**config.mk**
```make
export PLATFORM = sky130hd
export DESIGN_NAME = lagd_fifo_v4
export DESIGN_NICKNAME = d
export VERILOG_FILES = /design/src/rtl/lagd_fifo_v4.sv
export SDC_FILE = /design/constraint.sdc
export NUM_CORES = 1
export LEC_CHECK = 0
export ABC_AREA = 0
export CAP_MARGIN = 20
export CORE_MARGIN = 2
export CORE_UTILIZATION = 44
export CTS_BUF_LIST = sky130_fd_sc_hd__clkbuf_4 sky130_fd_sc_hd__clkbuf_8 sky130_fd_sc_hd__clkbuf_16
export DETAILED_ROUTE_END_ITERATION = 6
export PLACE_DENSITY = 0.66
export SYNTH_ARGS = -nofsm -noshare
export SYNTH_HDL_FRONTEND = slang
export SYNTH_SLANG_ARGS = --single-unit
```
**constraint.sdc**
```tcl
create_clock -name clk_i -period 6.27 [get_ports clk_i]
set_input_delay 0.9405 -clock clk_i [delete_from_list [all_inputs] [get_ports clk_i]]
set_output_delay 0.9405 -clock clk_i [all_outputs]
set_load 0.01 [all_outputs]
```
**src/rtl/lagd_fifo_v4.sv**
```systemverilog
// Synchronous FIFO with per-entry bubble flags, optional fall-through, programmable
// almost-full/almost-empty thresholds and sticky overflow/underflow flags.
module lagd_fifo_v4 #(
  parameter int unsigned FALL_THROUGH = 0,
  parameter int unsigned DATA_WIDTH   = 32,
  parameter int unsigned DEPTH        = 8,
  parameter int unsigned RESET_VALUE  = 0,
  parameter int unsigned AW           = $clog2(DEPTH)
) (
  input  logic                  clk_i,
  input  logic                  rst_ni,
  input  logic                  flush_i,
  input  logic                  push_i,
  input  logic                  push_none_i,
  input  logic [DATA_WIDTH-1:0] data_i,
  input  logic                  pop_i,
  output logic [DATA_WIDTH-1:0] data_o,
  output logic                  none_o,
  output logic                  full_o,
  output logic                  empty_o,
  input  logic [AW:0]           af_thresh_i,
  input  logic [AW:0]           ae_thresh_i,
  output logic                  almost_full_o,
  output logic                  almost_empty_o,
  output logic [AW:0]           usage_o,
  input  logic                  clr_err_i,
  output logic                  overflow_o,
  output logic                  underflow_o
);

  localparam logic [DATA_WIDTH-1:0] RST_PATTERN =
    (RESET_VALUE != 0) ? {1'b0, {(DATA_WIDTH-1){1'b1}}} : '0;
  localparam logic [AW:0]   DEPTH_W = (AW+1)'(DEPTH);
  localparam logic [AW-1:0] PTR_MAX = AW'(DEPTH-1);

  logic [DATA_WIDTH-1:0] mem_q [DEPTH];
  logic [DEPTH-1:0]      bubble_q, bubble_d;
  logic [AW-1:0]         rptr_q, rptr_d, wptr_q, wptr_d;
  logic [AW:0]           count_q, count_d;
  logic                  overflow_q, overflow_d, underflow_q, underflow_d;

  logic cnt_zero, ft_active, push_acc, pop_acc, bypass, wr_en, rd_en;

  assign cnt_zero  = (count_q == '0);
  assign ft_active = (FALL_THROUGH != 0) && cnt_zero && push_i;
  assign full_o    = (count_q == DEPTH_W);
  assign empty_o   = cnt_zero && !ft_active;
  assign push_acc  = push_i && !full_o && !flush_i;
  assign pop_acc   = pop_i && !empty_o && !flush_i;
  // Fall-through push consumed by a same-cycle pop never touches storage.
  assign bypass    = ft_active && pop_acc;
  assign wr_en     = push_acc && !bypass;
  assign rd_en     = pop_acc && !bypass;

  assign data_o         = ft_active ? data_i : mem_q[rptr_q];
  assign none_o         = ft_active ? push_none_i : bubble_q[rptr_q];
  assign usage_o        = count_q;
  assign almost_full_o  = (count_q >= af_thresh_i);
  assign almost_empty_o = (count_q <= ae_thresh_i);
  assign overflow_o     = overflow_q;
  assign underflow_o    = underflow_q;

  always_comb begin
    rptr_d      = rptr_q;
    wptr_d      = wptr_q;
    count_d     = count_q;
    bubble_d    = bubble_q;
    overflow_d  = (overflow_q && !clr_err_i) || (push_i && full_o && !flush_i);
    underflow_d = (underflow_q && !clr_err_i) || (pop_i && empty_o && !flush_i);
    if (flush_i) begin
      rptr_d   = '0;
      wptr_d   = '0;
      count_d  = '0;
      bubble_d = '0;
    end else begin
      if (wr_en) begin
        bubble_d[wptr_q] = push_none_i;
        wptr_d = (wptr_q == PTR_MAX) ? '0 : wptr_q + AW'(1);
      end
      if (rd_en) begin
        rptr_d = (rptr_q == PTR_MAX) ? '0 : rptr_q + AW'(1);
      end
      if (wr_en && !rd_en) begin
        count_d = count_q + (AW+1)'(1);
      end else if (rd_en && !wr_en) begin
        count_d = count_q - (AW+1)'(1);
      end
    end
  end

  always_ff @(posedge clk_i or negedge rst_ni) begin
    if (!rst_ni) begin
      rptr_q      <= '0;
      wptr_q      <= '0;
      count_q     <= '0;
      bubble_q    <= '0;
      overflow_q  <= 1'b0;
      underflow_q <= 1'b0;
    end else begin
      rptr_q      <= rptr_d;
      wptr_q      <= wptr_d;
      count_q     <= count_d;
      bubble_q    <= bubble_d;
      overflow_q  <= overflow_d;
      underflow_q <= underflow_d;
    end
  end

  // Bubble pushes leave the slot's old data in place.
  always_ff @(posedge clk_i or negedge rst_ni) begin
    if (!rst_ni) begin
      for (int i = 0; i < DEPTH; i++) mem_q[i] <= RST_PATTERN;
    end else if (wr_en && !push_none_i) begin
      mem_q[wptr_q] <= data_i;
    end
  end

endmodule

```
==> impl_metrics.toml <==
[run_status]
outcome = "finished, final reports clean"

[detailed_routing]
drtAntennaViolNets = 0
routedWlPerCell_microns = 20.0
via_per_inst = 5.43
drt-pass1-iter-count = 4
drt_iter0_drc = 289
via_count = 6977
drc = 0
routed_wl_mm = 25.7

[job]
cap_violations = 0

[place]
placed_area_sq_um = 14000
hpwl_mm = 14.3
place_ws_ps = 2020
gp_congestion = 0.736
port_buffers = 89

[layout]
drive_above_1_share_pct = 47.7
design_area_sq_um = 15200
area_growth_pct = 18.9
final_net_count = 940
diodes = 0
fill_cells = 2306

[logic_synthesis]
async_flop_share_pct = 100
yosysMostFrequentCell = "mux2_2"
syn_area_per_cell_sq_um = 15.9
yosys.area.top_type_share_pct = 54.1
synth_ff_type = "dfrtp_1"
synthTopCellsByCount = "mux2_2, dfrtp_1, mux4_2"
syn-num-nets = 864
synth_area_leader_cell = "dfrtp_1"
synth_cells = 803
synth_cell_types = 43
netlist_area_sq_um = 12800
ys_ff_latch = 276
ys_warn_count = 0
synth-seq-area-share_pct = 54.1
synth_edf_count = 0
ys_top_cells_by_area = "dfrtp_1, mux2_2, mux4_2, ha_1, buf_2"

[cts]
insertion_delay_ps = 550
cts.sinks = 276
max-clock-path-buffers = 3
numCtsBuffers = 30
clock-root-buffer = "clkbuf_16"
cts.repair.resized = 0
cts.clk_slew.worst_paths_ps = 60
cts_tree = "built"
cts_setup_buffers = 0
cts_hold_buf = 0
htreeDepth = 1

[critical_path]
r2r_cells = 8
end_kind = "primary output"
cp.required_ps = 5330
cp-start-kind = "flop"
cp_max_fo = 36
arrival_ps = 3350
crit_type = "flop to primary output"

[sta]
report.final.slew_viol_count = 0
maxSlewHeadroom_pct = 25.7
rsz0062_at_grt = "no"
skew_ps = 7.85
finalHoldViolCount = 0
final.setup.tns_ps = 0
period_share_pct = 68.4
tightest_slew_ps = 1110
fmax_mhz = 233
finalCriticalPeriod_ps = 4290
fin_ws_ps = 1980
finalSetupViolations = 0

[power]
p_per_area_nw_per_um2 = 413
peakVddDrop_mv = 0.203
p_leak_nw = 6.99

[die]
coreArea_sq_um = 28600
num_io_pins = 90
die_w_microns = 174
start_util_pct = 44.6
die_y_microns = 174
die_area_sq_um = 30400
num_rows = 62

[global_routing]
grt_overflow = 0
grt_pass1_vias = 7495
grt_max_degree = 145
grt_pass1_wl_mm = 42.3
grt_usage_pct = 17.5
antenna_found_initial = 1

[min_path]
hold_path_class = "primary input to async pin"
worst paths after layout:
path	from	to	slack (ps)
worst max-delay path	rptr_q[1]$_DFFE_PN0P_	data_o[3]	1980
worst min-delay path	rst_ni	wptr_q[0]$_DFFE_PN0P_	470
worst max register to register	usage_o[1]$_DFFE_PN0P_	usage_o[3]$_DFFE_PN0P_	3050
worst min register to register	mem_q[34]$_DFFE_PN0P_	mem_q[34]$_DFFE_PN0P_	480
max in group asynchronous	rst_ni	mem_q[163]$_DFFE_PN0P_	4450
min in group clk_i	mem_q[34]$_DFFE_PN0P_	mem_q[34]$_DFFE_PN0P_	480
where the power goes:
group	internal, mW	switching (mW)
sequential	2.17	0.288
clock	1.31	0.716
combinational	1.15	0.632
total	4.63	1.64
metrics by stage:
stage	hold slack [ps]	total power [mW]	instances	util [%]
2_1_floorplan	452	3.58	803	-
3_3_place_gp	466	4.26	1229	48.8
4_1_cts	490	6.35	1284	52.8
3_5_place_dp	477	4.30	1229	48.8
6_report	471	6.27	1286	53.0
5_1_grt	505	6.60	1286	53.0
cell families (layout without fill, tap and decap cells):
| group | Yosys count | in the layout | share of synthesized area, % |
|---|---|---|---|
| compound gates | 20 | 20 | 1.14 |
| buf+inv | 65 | 164 | 2.39 |
| flops | 276 | 276 | 54.1 |
| mux | 364 | 364 | 37.9 |
| fa+ha+maj | 14 | 14 | 1.43 |
| simple gates | 61 | 61 | 2.83 |
| xor+xnor | 3 | 3 | 0.206 |
cell type report:
cell class	instances	area, sq um	share of cell area, %
clock inverter	16	284	1.87
sequential	276	6910	45.6
multi-input combinational	462	5580	36.8
tap	384	480	3.17
clock buffer	39	873	5.76
timing repair buffer	97	993	6.55
inverter	12	45.0	0.297
worst max-delay path: stages (launching register included):
cell	delay [ps]
dfrtp_2	930
buf_4	640
mux4_2	410
mux2_2	300
clkdlybuf4s50_1	480
registers in the layout, summed over array words and instances, names as in the netlist:
signal / cells
bubble_q: 8
underflow_o: 1
wptr_q: 3
mem_q: 256
overflow_o: 1
rptr_q: 3
usage_o: 4
per-layer routing:
layer  track usage [%]  part of all wire (%)
met5                 0                 0.051
met1              25.3                    48
met3              2.52                   3.0
met4              4.38                   1.6
met2              28.0                    48
cell usage in the layout (no fill, tap or decap), types with 5 or more instances in the layout:
cell,count
nor2_1,15
bufinv_16,8
ha_1,13
clkdlybuf4s50_1,88
mux2_2,284
clkbuf_8,6
dfrtp_1,273
mux2i_1,9
a21oi_1,6
mux4_2,66
clkinv_2,7
mux2_1,5
inv_1,12
clkbuf_16,31
buf_4,5
No activity file was read; power rests on OpenSTA's default activity.
==> variant, RTL diff (same settings) <==
Change the parameter `DEPTH` from 8 to 4.
--- a/src/rtl/lagd_fifo_v4.sv
+++ b/src/rtl/lagd_fifo_v4.sv
@@ -4,5 +4,5 @@
   parameter int unsigned FALL_THROUGH = 0,
   parameter int unsigned DATA_WIDTH   = 32,
-  parameter int unsigned DEPTH        = 8,
+  parameter int unsigned DEPTH        = 4,
   parameter int unsigned RESET_VALUE  = 0,
   parameter int unsigned AW           = $clog2(DEPTH)
Ports: changed (resized ae_thresh_i, af_thresh_i and usage_o); port bits go from 90 to 87. The function was not compared with the original's and may differ.
==> variant against the unedited design <==
- setup slack gained 0.60 ns
- sequential cell count shrank 135
- synthesized area shrank 45%
- cell area shrank 44%
- sequential power shrank 39%
- largest cell class unchanged
- routed wire length shrank 46%
- largest power group is now combinational logic
- count of clock-buffer cells in the layout shrank 13
- critical path depth grew 3
- power shrank 34%
==> variant: results (changes against the unedited design) <==
* VDD IR max at 0.238 mV (was 0.203 mV)
* Slowest stage cell, crit path: clkdlybuf4s50_1 (was dfrtp_2)
* H-Tree Depth at 4 (was 1)
* Synth cell count leaders: dfrtp_1, mux2_4, mux2_2, mux4_2, inv_1 (was mux2_2, dfrtp_1, mux4_2, buf_2, clkbuf_1)
* Status: completed (unchanged)
* Clock Latency Late Sink at 0.41 ns (was 0.55 ns)
* Critical Path AT at 2.75 ns (was 3.35 ns)
* Placed Cells at 695 (was 1229)
* Start point of the critical path: ae_thresh_i[1] (was rptr_q[1])
* R2R Path End: mem_q[11] (was usage_o[3])
* CTS Buf Count at 17 (was 30)
* Via count at 3823 (was 6977)
* Vias in the first global route at 4253 (was 7495)
* Final worst slack at 2.58 ns (was 1.98 ns)
* Routed WL per cell at 19.0 um (was 20.0 um)
* FILL cells at 1283 (was 2306)
* Ranking of synthesized cells by area: dfrtp_1, mux2_4, mux4_2, mux2_2, buf_12 (was dfrtp_1, mux2_2, mux4_2, ha_1, buf_2)
* HP Class: reg2reg (was in2async)
* Comb power frac at 0.379 (was 0.285)
* Worst R2R Start: usage_o[2] (was usage_o[1])
* Initial DRC Count at 180 (was 289)
* Reg2reg path depth at 4 (was 8)
* CP endpoint: almost_empty_o (was data_o[3])
* Sequential group power at 1.50 mW (was 2.46 mW)
* CP max FO at 2 (was 36)
* Initial antenna violation count at 0 (was 1)
* CTS max path bufs at 2 (was 3)
* Post-synthesis sequential area ratio at 0.502 (was 0.541)
* Number of flip-flops under the largest register name at 128 (was 256)
* Worst Max-Slew Pin Slew at 1.01 ns (was 1.11 ns)
* Largest net degree at the start of global routing at 78 (was 145)
* Distinct cell type count after synthesis at 44 (was 43)
* Hpwl dp at 8270 um (was 14300 um)
* Leak at 4.04 nW (was 6.99 nW)
* Nets at 554 (was 940)
* Synth Area per Inst at 16.6 um^2 (was 15.9 um^2)
* Max incr delay on CP at 0.56 ns (was 0.93 ns)
* Switching Share at 0.270 (was 0.261)
## variant: critical path: cells and delay by family
| family | cells | cell delay (ns) |
|---|---|---|
| fa+ha+maj | 1 | 0.30 |
| compound gates | 2 | 0.32 |
| simple gates | 1 | 0.14 |
| buf+inv | 3 | 1.05 |
## variant: stage by stage
step / instance area (um^2) / hold slack (ns)
final: 8470 / 0.495
after global routing: 8470 / 0.510
after CTS: 8470 / 0.505
after detailed placement: 7840 / 0.492
after global placement: 7840 / 0.481
after floorplan: 7020 / 0.459
## variant: worst min path at each step
stage,from,end,slack (ns)
after detailed placement,mem_q[69],mem_q[69],0.49
after CTS,mem_q[31],mem_q[31],0.51
final,mem_q[3],mem_q[3],0.49
after floorplan,mem_q[3],mem_q[3],0.46
after global placement,mem_q[3],mem_q[3],0.48
after global routing,mem_q[5],mem_q[5],0.51
## variant: kinds of logic (layout without fill, tap and decap cells)
kind of cell | after synthesis | count (layout) | synth area share
XOR/XNOR | 2 | 2 | 0.00250
buffers and inverters | 45 | 133 | 0.0545
AND/OR/NAND/NOR | 35 | 35 | 0.0310
multiplexers | 165 | 165 | 0.365
adder cells (fa/ha/maj) | 11 | 11 | 0.0207
AO/OA/AOI/OAI | 24 | 24 | 0.0237
flip-flops | 141 | 141 | 0.502
## variant: final cells by class
type,count,share of cell area
Clock buffer,26,0.0619
Inverter,13,0.00576
Sequential cell,141,0.417
Clock inverter,6,0.0124
Timing Repair Buffer,88,0.104
Multi-Input combinational cell,237,0.367
Tap cell,216,0.0319
## variant: routing by layer
metal	part of all wire	global-route usage
met1	0.46	0.244
met2	0.48	0.281
met3	0.048	0.0500
met4	0.0096	0.0474
met5	0	0
